--- config.mk ---
export PLATFORM = sky130hd
export DESIGN_NAME = joy_db9md_pad
export DESIGN_NICKNAME = d
export VERILOG_FILES = /design/src/rtl/joy_db9md_pkg.sv /design/src/rtl/db9_sel_sync.sv /design/src/rtl/joy_db9md_pad.sv
export SDC_FILE = /design/constraint.sdc
export NUM_CORES = 1
export LEC_CHECK = 0
export CELL_PAD_IN_SITES_DETAIL_PLACEMENT = 0
export CELL_PAD_IN_SITES_GLOBAL_PLACEMENT = 2
export CORE_MARGIN = 4
export CORE_UTILIZATION = 32
export CTS_BUF_LIST = sky130_fd_sc_hd__clkbuf_4 sky130_fd_sc_hd__clkbuf_8
export CTS_CLUSTER_SIZE = 30
export DETAILED_ROUTE_END_ITERATION = 16
export GPL_TIMING_DRIVEN = 0
export PLACE_DENSITY = 0.82
export SLEW_MARGIN = 30
export SYNTH_ARGS = -nofsm -noshare
export SYNTH_HDL_FRONTEND = slang
export SYNTH_HIERARCHICAL = 1
export SYNTH_SLANG_ARGS = --single-unit
--- constraint.sdc ---
create_clock -name clk_sys -period 2.39 [get_ports clk_sys]
set_clock_uncertainty 0.2 [all_clocks]
set_input_delay 0.478 -clock clk_sys [delete_from_list [all_inputs] [get_ports clk_sys]]
set_output_delay 0.478 -clock clk_sys [all_outputs]
set_load 0.01 [all_outputs]
--- src/rtl/joy_db9md_pkg.sv ---
// Shared constants for the Mega Drive pad emulation: button indices, pin order, phase codes.
// Latency: n/a (declarations only).
// Backpressure: n/a.
package joy_db9md_pkg;

   // Button vector bit positions, btn = {Z,Y,X,Mode,Start,A,C,B,U,D,L,R}
   localparam int BTN_R     = 0;
   localparam int BTN_L     = 1;
   localparam int BTN_D     = 2;
   localparam int BTN_U     = 3;
   localparam int BTN_B     = 4;
   localparam int BTN_C     = 5;
   localparam int BTN_A     = 6;
   localparam int BTN_START = 7;
   localparam int BTN_MODE  = 8;
   localparam int BTN_X     = 9;
   localparam int BTN_Y     = 10;
   localparam int BTN_Z     = 11;
   localparam int NUM_BTN   = 12;

   // Pin positions inside pad_out = {p9,p6,p4,p3,p2,p1}
   localparam int PIN_P1   = 0;
   localparam int PIN_P2   = 1;
   localparam int PIN_P3   = 2;
   localparam int PIN_P4   = 3;
   localparam int PIN_P6   = 4;
   localparam int PIN_P9   = 5;
   localparam int NUM_PINS = 6;

   // Phase codes: 3 = ID read (low nibble forced 0), 4 = extended read (forced 1)
   localparam logic [2:0] PHASE_ID      = 3'd3;
   localparam logic [2:0] PHASE_EXT     = 3'd4;
   localparam logic [2:0] PHASE_STD_MAX = 3'd2;

   // Idle level of SELECT; synchronizer stages reset here so reset never fakes an edge
   localparam logic SEL_IDLE = 1'b1;

   // Physical pin view of the output word, MSB first matches pad_out ordering
   typedef struct packed {
      logic p9;
      logic p6;
      logic p4;
      logic p3;
      logic p2;
      logic p1;
   } pad_pins_t;

   // Idle timeout in clock cycles, floored at 2 so the timer has at least one bit
   function automatic int calc_timeout_cycles(input int clk_hz, input int timeout_us);
      int cyc;
      cyc = (clk_hz / 1_000_000) * timeout_us;
      return (cyc < 2) ? 2 : cyc;
   endfunction

endpackage

--- src/rtl/db9_sel_sync.sv ---
// SELECT synchronizer with rise/fall detection; all stages reset to the idle-high level.
// Latency: sel_s_o follows sel_i after STAGES edges; rise/fall valid in that same cycle.
// Backpressure: none, free-running every clock.
module db9_sel_sync
   import joy_db9md_pkg::*;
#(
   parameter int SYNC_STAGES = 2
) (
   input  logic clk_i,
   input  logic rst_ni,
   input  logic sel_i,
   output logic sel_s_o,
   output logic rise_o,
   output logic fall_o
);

   // Fewer than two stages is not a safe synchronizer, so clamp upward
   localparam int STAGES = (SYNC_STAGES < 2) ? 2 : SYNC_STAGES;

   logic [STAGES-1:0] sync_q;
   logic [STAGES-1:0] sync_d;
   logic              sel_d_q;

   // Shift the asynchronous SELECT into the chain
   always_comb begin
      sync_d = {sync_q[STAGES-2:0], sel_i};
   end

   // Synchronizer chain plus one-cycle delayed copy for edge detection
   always_ff @(posedge clk_i) begin
      if (!rst_ni) begin
         sync_q  <= {STAGES{SEL_IDLE}};
         sel_d_q <= SEL_IDLE;
      end else begin
         sync_q  <= sync_d;
         sel_d_q <= sync_q[STAGES-1];
      end
   end

   // Edge flags from the synchronized level and its delayed copy
   always_comb begin
      sel_s_o = sync_q[STAGES-1];
      rise_o  = sync_q[STAGES-1] & ~sel_d_q;
      fall_o  = ~sync_q[STAGES-1] & sel_d_q;
   end

endmodule

--- src/rtl/joy_db9md_pad.sv ---
// Mega Drive 3/6-button pad emulation: tracks host SELECT, counts phases, drives active-low pins.
// Latency: sel_in to pad_out SYNC_STAGES+1 edges; btn to pad_out 1 edge.
// Backpressure: none, the host samples the pins whenever it likes.
module joy_db9md_pad
   import joy_db9md_pkg::*;
#(
   parameter int CLK_HZ      = 48_000_000,
   parameter int TIMEOUT_US  = 1500,
   parameter int SYNC_STAGES = 2,
   parameter int SIX_BUTTON  = 1
) (
   input  logic        clk_sys,
   input  logic        RESET_N,
   input  logic        sel_in,
   input  logic [11:0] btn,
   output logic [5:0]  pad_out,
   output logic [2:0]  phase,
   output logic        timeout
);

   localparam int         TO   = calc_timeout_cycles(CLK_HZ, TIMEOUT_US);
   localparam int         TW   = $clog2(TO);
   localparam logic [2:0] PMAX = (SIX_BUTTON != 0) ? PHASE_EXT : PHASE_STD_MAX;

   logic          sel_s;
   logic          sel_rise;
   logic          sel_fall;
   logic          sel_edge;

   logic [2:0]    phase_q, phase_d;
   logic [TW-1:0] timer_q, timer_d;
   logic          timeout_q, timeout_d;
   pad_pins_t     pad_q, pad_d;
   logic [11:0]   b;

   db9_sel_sync #(
      .SYNC_STAGES (SYNC_STAGES)
   ) u_sel_sync (
      .clk_i   (clk_sys),
      .rst_ni  (RESET_N),
      .sel_i   (sel_in),
      .sel_s_o (sel_s),
      .rise_o  (sel_rise),
      .fall_o  (sel_fall)
   );

   assign sel_edge = sel_rise | sel_fall;

   // Phase and idle timer next state; a SELECT edge takes priority over expiry
   always_comb begin
      timer_d   = timer_q + TW'(1);
      phase_d   = phase_q;
      timeout_d = 1'b0;
      if (sel_edge) begin
         timer_d = '0;
         if (sel_fall && (phase_q < PMAX)) begin
            phase_d = phase_q + 3'd1;
         end
      end else if (timer_q == TW'(TO - 1)) begin
         timer_d   = '0;
         phase_d   = 3'd0;
         timeout_d = 1'b1;
      end
   end

   // Output pin mux, driven from the phase the counter is about to hold
   always_comb begin
      b     = ~btn;
      pad_d = '1;
      if (sel_s) begin
         if ((SIX_BUTTON != 0) && (phase_d == PHASE_ID)) begin
            pad_d = '{p9: b[BTN_C], p6: b[BTN_B], p4: b[BTN_MODE],
                      p3: b[BTN_X], p2: b[BTN_Y], p1: b[BTN_Z]};
         end else begin
            pad_d = '{p9: b[BTN_C], p6: b[BTN_B], p4: b[BTN_R],
                      p3: b[BTN_L], p2: b[BTN_D], p1: b[BTN_U]};
         end
      end else begin
         case (phase_d)
            PHASE_ID:  pad_d = '{p9: b[BTN_START], p6: b[BTN_A], p4: 1'b0,
                                 p3: 1'b0, p2: 1'b0, p1: 1'b0};
            PHASE_EXT: pad_d = '{p9: b[BTN_START], p6: b[BTN_A], p4: 1'b1,
                                 p3: 1'b1, p2: 1'b1, p1: 1'b1};
            default:   pad_d = '{p9: b[BTN_START], p6: b[BTN_A], p4: 1'b0,
                                 p3: 1'b0, p2: b[BTN_D], p1: b[BTN_U]};
         endcase
      end
   end

   // State registers; reset releases all pins high and clears the sequence
   always_ff @(posedge clk_sys) begin
      if (!RESET_N) begin
         phase_q   <= 3'd0;
         timer_q   <= '0;
         timeout_q <= 1'b0;
         pad_q     <= '1;
      end else begin
         phase_q   <= phase_d;
         timer_q   <= timer_d;
         timeout_q <= timeout_d;
         pad_q     <= pad_d;
      end
   end

   assign pad_out = pad_q;
   assign phase   = phase_q;
   assign timeout = timeout_q;

endmodule

-- After elaboration in Yosys (flattened, before gate mapping)
Cells that the tools add are included.
W data, S select, Z words.
- bitwise logic cells: 7
- order comparisons: 1
- add/sub/neg operators: 2
- eq/ne operators: 3
- mux-type cells: 7
- reductions and logical operators: 3
- operators by type and width (cell ; count):
    $add A17 B1 Y17 const B ; 1
    $eq A17 B17 Y1 const B ; 1
    $not A12 Y12 ; 1
    $mux W3 ; 3
    $pmux W4 S2 ; 1
    $mux W6 ; 1
    $mux W4 ; 1
    $add A3 B1 Y3 const B ; 1
    $eq A3 B2 Y1 const B ; 1
    $eq A3 B3 Y1 const B ; 1
    $lt A3 B3 Y1 const B ; 1
    $not A1 Y1 ; 3
    $reduce_or A3 Y1 ; 1
    $and A1 B1 Y1 ; 2
    $reduce_or A2 Y1 ; 1
    $logic_and A1 B1 Y1 ; 1
    $mux W1 ; 1
    $or A1 B1 Y1 ; 1
- output and inout bits: 10
- bits in registers: 30
- word-level logic and storage cells: 34

-- Depth between registers and ports, before layout
Gate-level depths: netlist of run 1.
- word-level depth: 8
- gate-level depth with buffers: 7
- gate-level depth less buffers: 6

-- By module
The synthesis of run 1 kept the hierarchy.
- modules (own cells, without submodules) (module ; seq. area each (µm²) ; area each (µm²) ; cells an instance ; instances):
    joy_db9md_pad ; 540.5 ; 1238.7 ; 132 ; 1
    db9_sel_sync ; 60.1 ; 91.3 ; 8 ; 1

-- Worst setup path after synthesis of run 1
Ideal clock, no wire load.
- kind: reg-to-reg
- start point: register u_sel_sync.sel_d_q
- end point: register pad_q, in the netlist pad_out[0]
- data arrival time: 1.564 ns
- setup time: 0.074 ns
- cell stages (with the launch flop): 7
- setup slack: 0.552 ns
- clock period less this slack: 1.838 ns
- cell sequence: dfxtp_1 -> nor2b_1 -> nor2b_1 -> mux2_2 -> nor3_1 -> o2bb2ai_1 -> o21ai_0
- cells in the longest elaborated chain, start to end: 7
- elaborated cells on any way between the ends: 12
- ends and longest elaborated chain (item ; line ; RTL):
    from (decl) ; db9_sel_sync.sv:22 ; logic sel_d_q;
    from (signal assigned) ; db9_sel_sync.sv:36 ; sel_d_q <= sync_q[STAGES-1];
    $and A1 B1 Y1 (*) ; db9_sel_sync.sv:44 ; fall_o = ~sync_q[STAGES-1] & sel_d_q;
    named net sel_fall ; joy_db9md_pad.sv:27 ; logic sel_fall;
    $logic_and A1 B1 Y1 ; joy_db9md_pad.sv:56 ; if (sel_fall && (phase_q < PMAX)) begin
    $mux W3 ; joy_db9md_pad.sv:56 ;
    $mux W3 (*) ; joy_db9md_pad.sv:54 ; if (sel_edge) begin
    $eq A3 B3 Y1 / $eq A3 B2 Y1 (equally long branches) ; joy_db9md_pad.sv:79, joy_db9md_pad.sv:71 ;
    $pmux W4 S2 / $mux W4 (equally long branches) ; joy_db9md_pad.sv:79, joy_db9md_pad.sv:71 ;
    $mux W6 (*) ; joy_db9md_pad.sv:70 ; if (sel_s) begin
    to (signal assigned) ; joy_db9md_pad.sv:101 ; pad_q <= pad_d;
    to (decl) ; joy_db9md_pad.sv:33 ; pad_pins_t pad_q, pad_d;
The timed path passes the listed nets; every way through them passes the cells marked *.
A chain may end at the register's enable or synchronous reset.

-- Final worst setup path of run 1
Ends and elaborated chain as after synthesis.

==> results_dict.tcl, run 1 <==
set metrics [dict create \
    dr_total_vias 1036 \
    clk_latency_ns 0.28 \
    nets 188 \
    end_kind "flop" \
    synth_top_area_share 0.452 \
    power_uw 1250 \
    arrival_ns 2.16 \
    place_ws_ns 0.206 \
    max_freq_ghz 0.465 \
    yosysSeqAreaShare 0.452 \
    routed_wl_mm 2.69 \
    die_area_um2 5250 \
    coreArea_um2 4000 \
    postLayoutSetupSlackWorst_ns 0.241 \
    syn_avg_cell_area_um2 9.50 \
    core.rowCount 23 \
    die_x_um 72.5 \
    fin_crit_sh 0.899 \
    synth.area.top_cells "dfxtp_1, xnor2_1, nor2_1" \
    die_h_um 72.5 \
    fill_cells 396 \
    drc_errors 0 \
    hpwlAfterDp_mm 1.99 \
    cts_tree "yes" \
    required_ns 2.40 \
    n_antenna_cell 0 \
    final_cells 222 \
    grt_start_max_net_pins 12 \
    yosys_register_bits 30 \
    crit_path_start_kind "flop" \
    syn_nets 157 \
    grt_setup_unrepaired "false" \
    yosys_warnings 6 \
    clockRootBuffer "clkbuf_8" \
    drv_slew 0 \
    antenna_found_initial 0 \
    leakage_uw 0.000670 \
    numCtsBuffers 5 \
    cts_resized 0 \
    post_drt_wl_per_cell_um 12.1 \
    cap_violations 0 \
    synth_cell_types 33 \
    critPathMaxFanout 5 \
    path_class "reg -> reg" \
    drive_gt1_frac 0.110 \
    clkSinkCount 30 \
    htree_levels 2 \
    worst_hold_slack_ns 0.205 \
    period_needed_ns 2.15 \
    grt_pass1_vias 1002 \
    worstHoldPathType "reg -> reg" \
    ios 25 \
    yosysTopAreaCell "dfxtp_1" \
    ant_nets 0 \
    powerDensity_nw_per_um2 703 \
    async_flop_share 0 \
    gr-usage-all-layers 0.115 \
    initial_utilization 0.332 \
    ys.flop_type "dfxtp_1" \
    areaGrowthSynthToFinish_pct 33.5 \
    firstDrtPassIters 4 \
    via_per_inst 4.67 \
    max-vdd-ir-drop_mv 0.345 \
    clk_path_buf_depth 2 \
    place.gp.congestion 0.709 \
    synth_cells 140 \
    synth-edff-count 0 \
    slew_headroom 0.699 \
    dp.cells 214 \
    post_cts_buffers 0 \
    worstMarginPinSlew_ns 0.450 \
    setup_viol 0 \
    setup_tns_ns 0 \
    synthTopCellsByCount "dfxtp_1, nor2_1, xnor2_1" \
    synth_most_common_cell "dfxtp_1" \
    grt_pass1_wl_mm 4.60 \
    cts_hold_buf 0 \
    port_buffers 24 \
    multi_input_area_um2 702 \
    overflow 0 \
    seq_area_um2 601 \
    synthesis.area_um2 1330 \
    outcome "finished, final reports clean" \
    path_clk_slew_ns 0.07 \
    drt-initial-drc-count 34 \
    hold_violations 0 \
]
## worst max-delay path, stage by stage (launching register included)
cell and delay (ns):
dfxtp_1 0.33, nor2b_1 0.30, nor2b_1 0.31, mux2_2 0.42, nor3_1 0.25, o2bb2ai_1 0.12
o21ai_0 0.15
## through the flow
stage	area [um^2]	utilization
global placement	1630	0.408
global route	1780	0.444
finish	1780	0.444
floorplan	1330	-
CTS	1780	0.444
detailed placement	1630	0.408
## routing by layer
layer,GRT usage,share of wire,vias up
met5,0,0,-
met4,0.0492,0.011,0
met3,0.0485,0.059,4
met2,0.186,0.49,25
met1,0.134,0.44,469
li1,-,-,538
## state kept, by name, summed over array words and instances (netlist names)
name and cells:
phase 3, u_sel_sync/sel_d_q 1, timer_q 17, pad_out 6, u_sel_sync/sync_q 2, timeout 1
## worst paths after layout
kind                                    from                         endpoint  slack [ns]  depth (start not counted)
max            u_sel_sync/sel_d_q$_SDFF_PN1_            pad_out[0]$_SDFF_PN1_        0.24                          6
min          u_sel_sync/sync_q[0]$_SDFF_PN1_  u_sel_sync/sync_q[1]$_SDFF_PN1_        0.20                          1
max reg2reg    u_sel_sync/sel_d_q$_SDFF_PN1_            pad_out[0]$_SDFF_PN1_        0.24                          6
min reg2reg  u_sel_sync/sync_q[0]$_SDFF_PN1_  u_sel_sync/sync_q[1]$_SDFF_PN1_        0.20                          1
## kinds of logic (layout without fill, tap and decap cells)
kind of cell / after synthesis / in the layout / synth area share
simple gates: 67 / 67 / 0.280
flops: 30 / 30 / 0.452
xor+xnor: 16 / 16 / 0.105
compound gates: 13 / 13 / 0.0828
buf+inv: 7 / 39 / 0.0207
mux: 5 / 5 / 0.0405
fa+ha+maj: 2 / 2 / 0.0188
## cell usage in the layout, fill, tap and decap left out, types with 2 or more instances in the layout
master | synthesis | routed
nand3_2 | 2 | 2
nand2b_1 | 4 | 4
o2bb2ai_1 | 2 | 2
ha_1 | 2 | 2
nor3_1 | 4 | 4
mux2_2 | 3 | 3
a21oi_1 | 3 | 3
and3_1 | 4 | 4
a21o_1 | 3 | 3
clkdlybuf4s50_1 | 0 | 24
xor2_1 | 3 | 3
nor2b_1 | 7 | 7
dfxtp_1 | 30 | 30
nand4_1 | 2 | 2
bufinv_16 | 0 | 2
and4_4 | 2 | 2
inv_1 | 5 | 5
o21ai_0 | 2 | 2
nor2_1 | 23 | 23
clkbuf_8 | 0 | 6
nand2_1 | 8 | 8
nand3_1 | 4 | 4
xnor2_1 | 13 | 13
mux2i_1 | 2 | 2
## area by class of cell
cell class | count | share of cell area
Multi-Input combinational cell | 103 | 0.395
Buffer | 2 | 0.00493
Clock buffer | 6 | 0.0465
Clock inverter | 2 | 0.0338
Timing Repair Buffer | 24 | 0.135
Tap cell | 50 | 0.0352
Inverter | 5 | 0.0106
Sequential cell | 30 | 0.338
## report_power, final
group,total [uW],switching [uW],internal [uW]
sequential,521,7.66,514
clock,641,196,445
combinational,86.1,35.2,50.9
No activity file was read; power rests on OpenSTA's default activity.
==> run 2, diff against run 1 <==
CTS_CLUSTER_SIZE = not set   (was 30)
==> results of run 2 <==
Final layout, timing and power as in run 1 (identical DEF).
